--- src/rtl/prog_loader_if.sv ---
// Bus bundle between the UART program loader and its host: RX byte stream, CPU RAM write port,
// arbitrated RAM port and loader status.
interface prog_loader_if;
  logic       load_req;
  logic       rx_valid;
  logic [7:0] rx_data;
  logic       cpu_ram_we;
  logic [3:0] cpu_ram_addr;
  logic [7:0] cpu_ram_wdata;
  logic       ram_we;
  logic [3:0] ram_addr;
  logic [7:0] ram_wdata;
  logic       cpu_hold;
  logic       busy;
  logic       done;
  logic       error;

  modport master (
    output load_req, rx_valid, rx_data, cpu_ram_we, cpu_ram_addr, cpu_ram_wdata,
    input  ram_we, ram_addr, ram_wdata, cpu_hold, busy, done, error
  );

  modport slave (
    input  load_req, rx_valid, rx_data, cpu_ram_we, cpu_ram_addr, cpu_ram_wdata,
    output ram_we, ram_addr, ram_wdata, cpu_hold, busy, done, error
  );
endinterface

--- src/rtl/prog_loader.sv ---
// Loads a 16-byte program into RAM from a UART byte stream framed by a header byte and closed by
// an 8-bit additive checksum; owns the RAM write port and holds the CPU while loading.
module prog_loader #(
  parameter int unsigned TIMEOUT = 1200000,
  parameter logic [7:0]  HEADER  = 8'hA5
) (
  input logic          clk,
  input logic          clr,
  prog_loader_if.slave bus
);

  localparam int unsigned    TmoW    = $clog2(TIMEOUT + 1);
  localparam logic [TmoW-1:0] TmoLast = TmoW'(TIMEOUT - 1);

  typedef enum logic [2:0] {StIdle, StWaitHdr, StData, StCsum, StErr} state_e;

  state_e          state_q, state_d;
  logic [3:0]      cnt_q, cnt_d;
  logic [7:0]      csum_q, csum_d;
  logic [TmoW-1:0] tmo_q, tmo_d;
  logic            we_q, we_d;
  logic [3:0]      addr_q, addr_d;
  logic [7:0]      wdata_q, wdata_d;
  logic            done_q, done_d;
  logic            error_q, error_d;
  logic            hold_q, hold_d;

  always_comb begin
    state_d = state_q;
    cnt_d   = cnt_q;
    csum_d  = csum_q;
    tmo_d   = tmo_q;
    we_d    = 1'b0;
    addr_d  = addr_q;
    wdata_d = wdata_q;
    done_d  = 1'b0;
    error_d = error_q;

    unique case (state_q)
      StIdle: begin
        if (bus.load_req) state_d = StWaitHdr;
      end
      StWaitHdr: begin
        if (bus.rx_valid && (bus.rx_data == HEADER)) begin
          state_d = StData;
          cnt_d   = 4'd0;
          csum_d  = 8'd0;
          tmo_d   = '0;
        end
      end
      StData: begin
        // A byte arriving on the expiry cycle wins over the timeout.
        if (bus.rx_valid) begin
          we_d    = 1'b1;
          addr_d  = cnt_q;
          wdata_d = bus.rx_data;
          csum_d  = csum_q + bus.rx_data;
          cnt_d   = cnt_q + 4'd1;
          tmo_d   = '0;
          if (cnt_q == 4'd15) state_d = StCsum;
        end else if (tmo_q == TmoLast) begin
          error_d = 1'b1;
          state_d = StErr;
        end else begin
          tmo_d = tmo_q + 1'b1;
        end
      end
      StCsum: begin
        if (bus.rx_valid) begin
          tmo_d = '0;
          if (bus.rx_data == csum_q) begin
            done_d  = 1'b1;
            state_d = StIdle;
          end else begin
            error_d = 1'b1;
            state_d = StErr;
          end
        end else if (tmo_q == TmoLast) begin
          error_d = 1'b1;
          state_d = StErr;
        end else begin
          tmo_d = tmo_q + 1'b1;
        end
      end
      StErr: begin
        if (bus.load_req) begin
          error_d = 1'b0;
          state_d = StWaitHdr;
        end
      end
      default: state_d = StIdle;
    endcase

    // Hold is released one cycle after the done pulse so the CPU restarts on a settled RAM.
    hold_d = (state_d != StIdle) || done_d;
  end

  always_ff @(posedge clk) begin
    if (clr) begin
      state_q <= StIdle;
      cnt_q   <= 4'd0;
      csum_q  <= 8'd0;
      tmo_q   <= '0;
      we_q    <= 1'b0;
      addr_q  <= 4'd0;
      wdata_q <= 8'd0;
      done_q  <= 1'b0;
      error_q <= 1'b0;
      hold_q  <= 1'b0;
    end else begin
      state_q <= state_d;
      cnt_q   <= cnt_d;
      csum_q  <= csum_d;
      tmo_q   <= tmo_d;
      we_q    <= we_d;
      addr_q  <= addr_d;
      wdata_q <= wdata_d;
      done_q  <= done_d;
      error_q <= error_d;
      hold_q  <= hold_d;
    end
  end

  assign bus.busy     = (state_q != StIdle);
  assign bus.cpu_hold = hold_q;
  assign bus.done     = done_q;
  assign bus.error    = error_q;

  always_comb begin
    if (state_q == StIdle) begin
      bus.ram_we    = bus.cpu_ram_we;
      bus.ram_addr  = bus.cpu_ram_addr;
      bus.ram_wdata = bus.cpu_ram_wdata;
    end else begin
      bus.ram_we    = we_q;
      bus.ram_addr  = addr_q;
      bus.ram_wdata = wdata_q;
    end
  end

endmodule

--- src/flat_wrapper.sv ---
// flat-port wrapper written by rule: the top's interface ports become plain ports
module prog_loader_flat 
#(
  parameter int unsigned TIMEOUT = 1200000,
  parameter logic [7:0]  HEADER  = 8'hA5
)
  (clk, clr, bus_load_req, bus_rx_valid, bus_rx_data, bus_cpu_ram_we, bus_cpu_ram_addr, bus_cpu_ram_wdata, bus_ram_we, bus_ram_addr, bus_ram_wdata, bus_cpu_hold, bus_busy, bus_done, bus_error);
  prog_loader_if bus_i ();
  input logic clk;
  input logic clr;
  input wire logic [$bits(bus_i.load_req)-1:0] bus_load_req;
  input wire logic [$bits(bus_i.rx_valid)-1:0] bus_rx_valid;
  input wire logic [$bits(bus_i.rx_data)-1:0] bus_rx_data;
  input wire logic [$bits(bus_i.cpu_ram_we)-1:0] bus_cpu_ram_we;
  input wire logic [$bits(bus_i.cpu_ram_addr)-1:0] bus_cpu_ram_addr;
  input wire logic [$bits(bus_i.cpu_ram_wdata)-1:0] bus_cpu_ram_wdata;
  output wire logic [$bits(bus_i.ram_we)-1:0] bus_ram_we;
  output wire logic [$bits(bus_i.ram_addr)-1:0] bus_ram_addr;
  output wire logic [$bits(bus_i.ram_wdata)-1:0] bus_ram_wdata;
  output wire logic [$bits(bus_i.cpu_hold)-1:0] bus_cpu_hold;
  output wire logic [$bits(bus_i.busy)-1:0] bus_busy;
  output wire logic [$bits(bus_i.done)-1:0] bus_done;
  output wire logic [$bits(bus_i.error)-1:0] bus_error;
  assign bus_i.load_req = bus_load_req;
  assign bus_i.rx_valid = bus_rx_valid;
  assign bus_i.rx_data = bus_rx_data;
  assign bus_i.cpu_ram_we = bus_cpu_ram_we;
  assign bus_i.cpu_ram_addr = bus_cpu_ram_addr;
  assign bus_i.cpu_ram_wdata = bus_cpu_ram_wdata;
  assign bus_ram_we = bus_i.ram_we;
  assign bus_ram_addr = bus_i.ram_addr;
  assign bus_ram_wdata = bus_i.ram_wdata;
  assign bus_cpu_hold = bus_i.cpu_hold;
  assign bus_busy = bus_i.busy;
  assign bus_done = bus_i.done;
  assign bus_error = bus_i.error;
  prog_loader #(.TIMEOUT(TIMEOUT), .HEADER(HEADER)) u_core (.clk(clk), .clr(clr), .bus(bus_i));
endmodule
--- config.mk ---
export PLATFORM = sky130hd
export DESIGN_NAME = prog_loader_flat
export DESIGN_NICKNAME = d
export VERILOG_FILES = /design/src/rtl/prog_loader_if.sv /design/src/rtl/prog_loader.sv /design/src/flat_wrapper.sv
export SDC_FILE = /design/constraint.sdc
export NUM_CORES = 1
export LEC_CHECK = 0
export CORE_ASPECT_RATIO = 0.8
export CORE_MARGIN = 4
export CORE_UTILIZATION = 40
export CTS_BUF_LIST = sky130_fd_sc_hd__clkbuf_4 sky130_fd_sc_hd__clkbuf_8
export DETAILED_ROUTE_END_ITERATION = 16
export MAX_ROUTING_LAYER = met4
export PLACE_DENSITY = 0.6
export SYNTH_ARGS = -nofsm -noshare
export SYNTH_HDL_FRONTEND = slang
export SYNTH_SLANG_ARGS = --single-unit
--- constraint.sdc ---
create_clock -name clk -period 2.8 [get_ports clk]
set_input_delay 0.56 -clock clk [delete_from_list [all_inputs] [get_ports clk]]
set_output_delay 0.56 -clock clk [all_outputs]
set_load 0.05 [all_outputs]
=== Word-level counts from Yosys, hierarchy flattened ===
Cells that the tools add are included.

* $add $sub $neg: 3
* Reduce and logical (&&, ||, !) cells: 15
* Bitwise gates (word level): 1
* Eq/ne operators: 14
* $mul: 0
* Shift-type cells: 0
* Muxes and demuxes: 31
* Divide/modulo/power cells: 0
* Magnitude comparators: 0

{| class="wikitable"
|+ Operators by type and width
! operator !! number
|-
| 2-to-1 mux 21 bit || 3
|-
| case mux 21 bit (2 select lines) || 1
|-
| 2-to-1 mux 8 bit || 3
|-
| adder 21 x 1 -> 21 bit, second input constant || 1
|-
| == test 21 bit, second input constant || 1
|-
| 2-to-1 mux 3 bit || 7
|-
| case mux 8 bit (2 select lines) || 1
|-
| 2-to-1 mux 4 bit || 3
|-
| case mux 3 bit (4 select lines) || 1
|-
| 2-to-1 mux 1 bit || 10
|-
| nonzero test 3 bit || 3
|-
| adder 8 bit || 1
|-
| == test 8 bit || 1
|-
| == test 8 bit, second input constant || 1
|-
| case mux 4 bit (2 select lines) || 1
|-
| == test 3 x 2 -> 1 bit, second input constant || 2
|-
| != test 2 bit, second input constant || 3
|-
| != test 3 bit, second input constant || 2
|-
| AND reduction 3 bit || 2
|-
| OR reduction 2 bit || 3
|-
| adder 4 x 1 -> 4 bit, second input constant || 1
|-
| == test 4 bit, second input constant || 1
|-
| AND reduction 4 bit || 1
|-
| nonzero test 2 bit || 2
|-
| 9 further kinds || 9
|}

* Output and inout bits: 17
* Bits in latches: 0
* Input port bits: 25
* Memories kept: 0
* Register bits after elaboration: 52
* Bits in writable memories: 0
* Word-level logic and storage cells: 74
* ROM bits: 0

=== Depth between registers and ports, before layout ===
* Depth in word-level cells: 6
* Gate-level depth with buffers: 9
* Mapped depth without buffers: 7

=== Least setup slack after synthesis ===
OpenSTA, ideal clock, no wires.

* Kind: input to register
* Start: in bus_rx_data[4]
* End: reg u_core.hold_q, in the netlist u_core.bus.cpu_hold
* Data arrival time: 2.556 ns
* Library setup time: 0.134 ns
* Path slack: 0.110 ns
* Stages: 6
* Buffers on the path: 0
* Required time: 2.666 ns
* Cell sequence: ha_1 -> or4b_2 -> nor4_1 -> nor3_1 -> o221a_2 -> or4_1

* Longest elaborated chain between the ends: 6
* Elaborated cells on any way between the ends: 12
* Classes of those cells: eq/ne (2); mux (7); reduce/logical (3)

{| class="wikitable"
|+ RTL lines
! what !! line !! RTL
|-
| start, declared || flat_wrapper.sv:13 || <nowiki>input wire logic [$bits(bus_i.rx_data)-1:0] bus_rx_data;</nowiki>
|-
| == test 8 bit, on equally long branches || prog_loader.sv:71, prog_loader.sv:44 ||
|-
| 2-to-1 mux 3 bit / logical AND 1 bit (equally long branches) || prog_loader.sv:71, prog_loader.sv:44 ||
|-
| 2-to-1 mux 3 bit, on equally long branches || prog_loader.sv:69, prog_loader.sv:44 ||
|-
| case mux 3 bit (4 select lines) || prog_loader.sv:39 || <nowiki>unique case (state_q)</nowiki>
|-
| nonzero test 3 bit || prog_loader.sv:95 || <nowiki>hold_d = (state_d != StIdle) || done_d;</nowiki>
|-
| logical OR 1 bit * || prog_loader.sv:95 ||
|-
| end signal, assigned || prog_loader.sv:120 || <nowiki>hold_q <= hold_d;</nowiki>
|-
| end, declared || prog_loader.sv:26 || <nowiki>logic hold_q, hold_d;</nowiki>
|}

Mark *: on every way between the ends. The rest lies on a longest branch, timed or not.
A chain may end at the register's enable or synchronous reset.

=== Final worst setup path ===
* Start: in bus_rx_data[2]
* End: reg u_core.hold_q, in the netlist u_core.bus.cpu_hold

The elaborated chain is that of the path after synthesis.

==> flow_summary.toml <==
[run_status]
status = "finished, final reports clean"

[pwr]
power_switching_mw = 0.376
power_per_cell_area_nw_per_um2 = 379
p_seq_share_pct = 52.4
switching_share_pct = 26.6
clkPwrFrac_pct = 30.9
vdd.ir_drop.worst_uv = 211
combPwrFrac_pct = 16.7
p_int_mw = 1.04
p_leak_nw = 1.43

[die]
dieArea_sq_um = 8810
die_w_microns = 104
die_h_microns = 84.8
start_util_pct = 41.9
num_rows = 27
io_pins = 42
design.core.area_sq_um = 7030

[yosys]
ys_ff_latch = 52
synth_area_sq_um = 2950
synth.avg_cell_area_sq_um = 8.44
synth_nets = 384
synthCells = 349
ys_seq_area_share_pct = 35.3
synth_edf_count = 0
synthDistinctLibCells = 50
synth_flop_cell = "dfxtp_1"
async_flop_share_pct = 0
ys_warn_count = 0

[place]
place_hpwl_mm = 5.61
gp_congestion = 0.944
dp.cells = 488
numPortBuffers = 41
post-place-ws_ps = -635

[global_route]
gr-total-overflow = 0
grt_pass1_vias = 2437
antenna_found_initial = 0
grt_pass1_wl_mm = 12.6
grt_util_all_layers_pct = 17.6
grt_max_degree = 27

[clocking]
clock_latency_ps = 290
cts_tree = "yes"
cts_setup_buffers = 0
cts_root_buf = "clkbuf_8"
htreeDepth = 2
clk_pin_slew_ps = 90
cts-root-to-sink-buffers = 2
clock_sinks = 52
numCtsBuffers = 5

[cells_and_area]
syn_to_final_growth_pct = 26.7
instances_no_fill = 495
antenna_cells = 0
layout-drive-gt1-share_pct = 19.9
finalNetCount = 442
n_fill_cell = 671

[critical_path]
start_kind = "input port"
critPathArrivalTime_ps = 2930
crit_path_max_fanout = 2
setup.worst_path.class = "in2reg"
end_kind = "flip-flop"
crit_required_ps = 2980

[hold_path]
hold_path_class = "reg2reg"

[drt]
wl_per_cell_microns = 15.0
postRouteAntennaNets = 0
vias_per_cell = 5.40
drc = 0
drt-initial-drc-count = 152
num_vias = 2673
drt_wl_total_mm = 7.41
first_pass_iters = 4

[run]
max-cap-violations = 0

[timing]
slew_headroom_pct = 41.1
setup_ws_ps = 42.5
post-route-min-period_ps = 2760
tightest_slew_ps = 880
worst_clock_skew_ps = 8.65
report.final.slew_viol_count = 0
finalCritPeriodShare_pct = 98.5
hold_viol_final = 0
setup_viol = 0
clock.fmax_ghz = 0.363
-- synth_stat cells (all sizes together), types with 3 or more instances --
library cell | count | area, sq um
nand3 | 17 | 85.1
dfxtp | 52 | 1040
o2111ai | 9 | 78.8
nor2 | 16 | 60.1
xor2 | 5 | 43.8
mux2 | 13 | 146
a21oi | 27 | 135
nor4 | 4 | 61.3
o31ai | 3 | 27.5
o21ai | 9 | 45.0
or4 | 4 | 30.0
clkbuf | 11 | 41.3
nand4 | 7 | 43.8
inv | 7 | 26.3
xnor2 | 5 | 43.8
mux2i | 11 | 110
nand2 | 57 | 214
nand2b | 14 | 87.6
o211ai | 4 | 30.0
buf | 5 | 25.0
ha | 9 | 113
a211oi | 7 | 52.6
nor2b | 5 | 31.3
or2 | 5 | 31.3
nor3 | 10 | 50.1
or3 | 6 | 37.5
-- critical path, stage by stage --
cell             delay (ps)
clkdlybuf4s50_1         520
ha_4                    220
or4_4                   500
nor4_4                  340
nor3_2                   70
o221a_2                 260
or4_1                   450
-- cell families (layout without fill, tap and decap cells) --
family,after synthesis,count (layout),synth area share [%]
and+or+nand+nor,158,158,28.7
xor gates and xnor gates,10,10,2.97
buffers and inverters,23,82,3.14
adders and majority gates,10,10,4.50
DFF,52,52,35.3
AOI/OAI and AO/OA,72,72,16.7
muxes,24,24,8.71
-- final timing paths --
check / startpoint / to / slack [ps] / depth (start not counted)
worst max-delay path: bus_rx_data[2] / u_core.bus.cpu_hold$_SDFF_PP0_ / 40 / 7
worst min-delay path: u_core.wdata_q[0]$_SDFFE_PP0P_ / u_core.wdata_q[0]$_SDFFE_PP0P_ / 460 / 2
worst max register to register: u_core.csum_q[1]$_SDFFE_PP0P_ / u_core.bus.cpu_hold$_SDFF_PP0_ / 340 / 6
worst min register to register: u_core.wdata_q[0]$_SDFFE_PP0P_ / u_core.wdata_q[0]$_SDFFE_PP0P_ / 460 / 2
-- power by group through the flow --
stage                     Clock [mW]  Sequential (mW)  Combinational [mW]
after floorplan                    0            0.763               0.132
after global placement             0            0.759               0.233
after detailed placement           0            0.759               0.234
after CTS                      0.459            0.742               0.236
after global routing           0.498            0.743               0.252
final                          0.437            0.742               0.236
-- stage by stage --
| stage | instance area (sq um) | total power [mW] | setup TNS (ps) | util [%] | hold slack (ps) |
|---|---|---|---|---|---|
| 2_1_floorplan | 2950 | 0.895 | 0 | - | 434 |
| 3_3_place_gp | 3580 | 0.992 | -1100 | 51.0 | 442 |
| 3_5_place_dp | 3580 | 0.993 | -1220 | 51.0 | 445 |
| 4_1_cts | 3700 | 1.44 | 0 | 52.7 | 458 |
| 5_1_grt | 3730 | 1.49 | -19.0 | 53.1 | 490 |
| 6_report | 3730 | 1.42 | 0 | 53.1 | 458 |
-- sequential cells by signal (all words and copies together), names as in the netlist --
| signal | count |
|---|---|
| u_core.bus.error | 1 |
| u_core.csum_q | 8 |
| u_core.addr_q | 4 |
| u_core.we_q | 1 |
| u_core.tmo_q | 21 |
| u_core.wdata_q | 8 |
| u_core.bus.done | 1 |
| u_core.cnt_q | 4 |
| u_core.state_q | 3 |
| u_core.bus.cpu_hold | 1 |
-- cell type report --
class | count | area (sq um) | area share (%)
Multi-Input combinational cell | 274 | 1890 | 50.7
Sequential cell | 52 | 1040 | 27.9
Timing Repair Buffer | 67 | 572 | 15.3
Tap cell | 87 | 109 | 2.92
Clock buffer | 6 | 82.6 | 2.21
Inverter | 7 | 26.3 | 0.704
Clock inverter | 2 | 10.0 | 0.268
-- metal layers --
| metal | vias to the layer above | track usage, % | routed length [microns] |
|---|---|---|---|
| met5 | - | - | 0 |
| met4 | 0 | 2.54 | 34 |
| met3 | 2 | 3.23 | 296 |
| met2 | 51 | 24.5 | 3130 |
| met1 | 1229 | 26.7 | 3950 |
| li1 | 1391 | - | - |
-- what timing repair did --
| action | CTS | global route |
|---|---|---|
| hold buffers | 0 | 0 |
| gates resized for setup | 8 | 4 |
| pin swaps | 3 | 4 |
| setup endpoints to repair | 1 | 1 |
-- cells in the final DEF (no fill, tap or decap), types with 6 or more instances in the layout --
master	instances
mux2_2	13
clkdlybuf4s50_1	24
mux2i_1	11
nor3_1	6
nand3_1	17
o2111ai_1	9
nand4_1	7
inv_1	7
a211oi_1	7
nor2_1	16
or3_1	6
clkbuf_8	6
nand2b_1	14
dfxtp_1	52
buf_4	39
o21ai_0	9
ha_1	6
nand2_1	57
a21oi_1	27
Power figures use the tool's default switching activity.
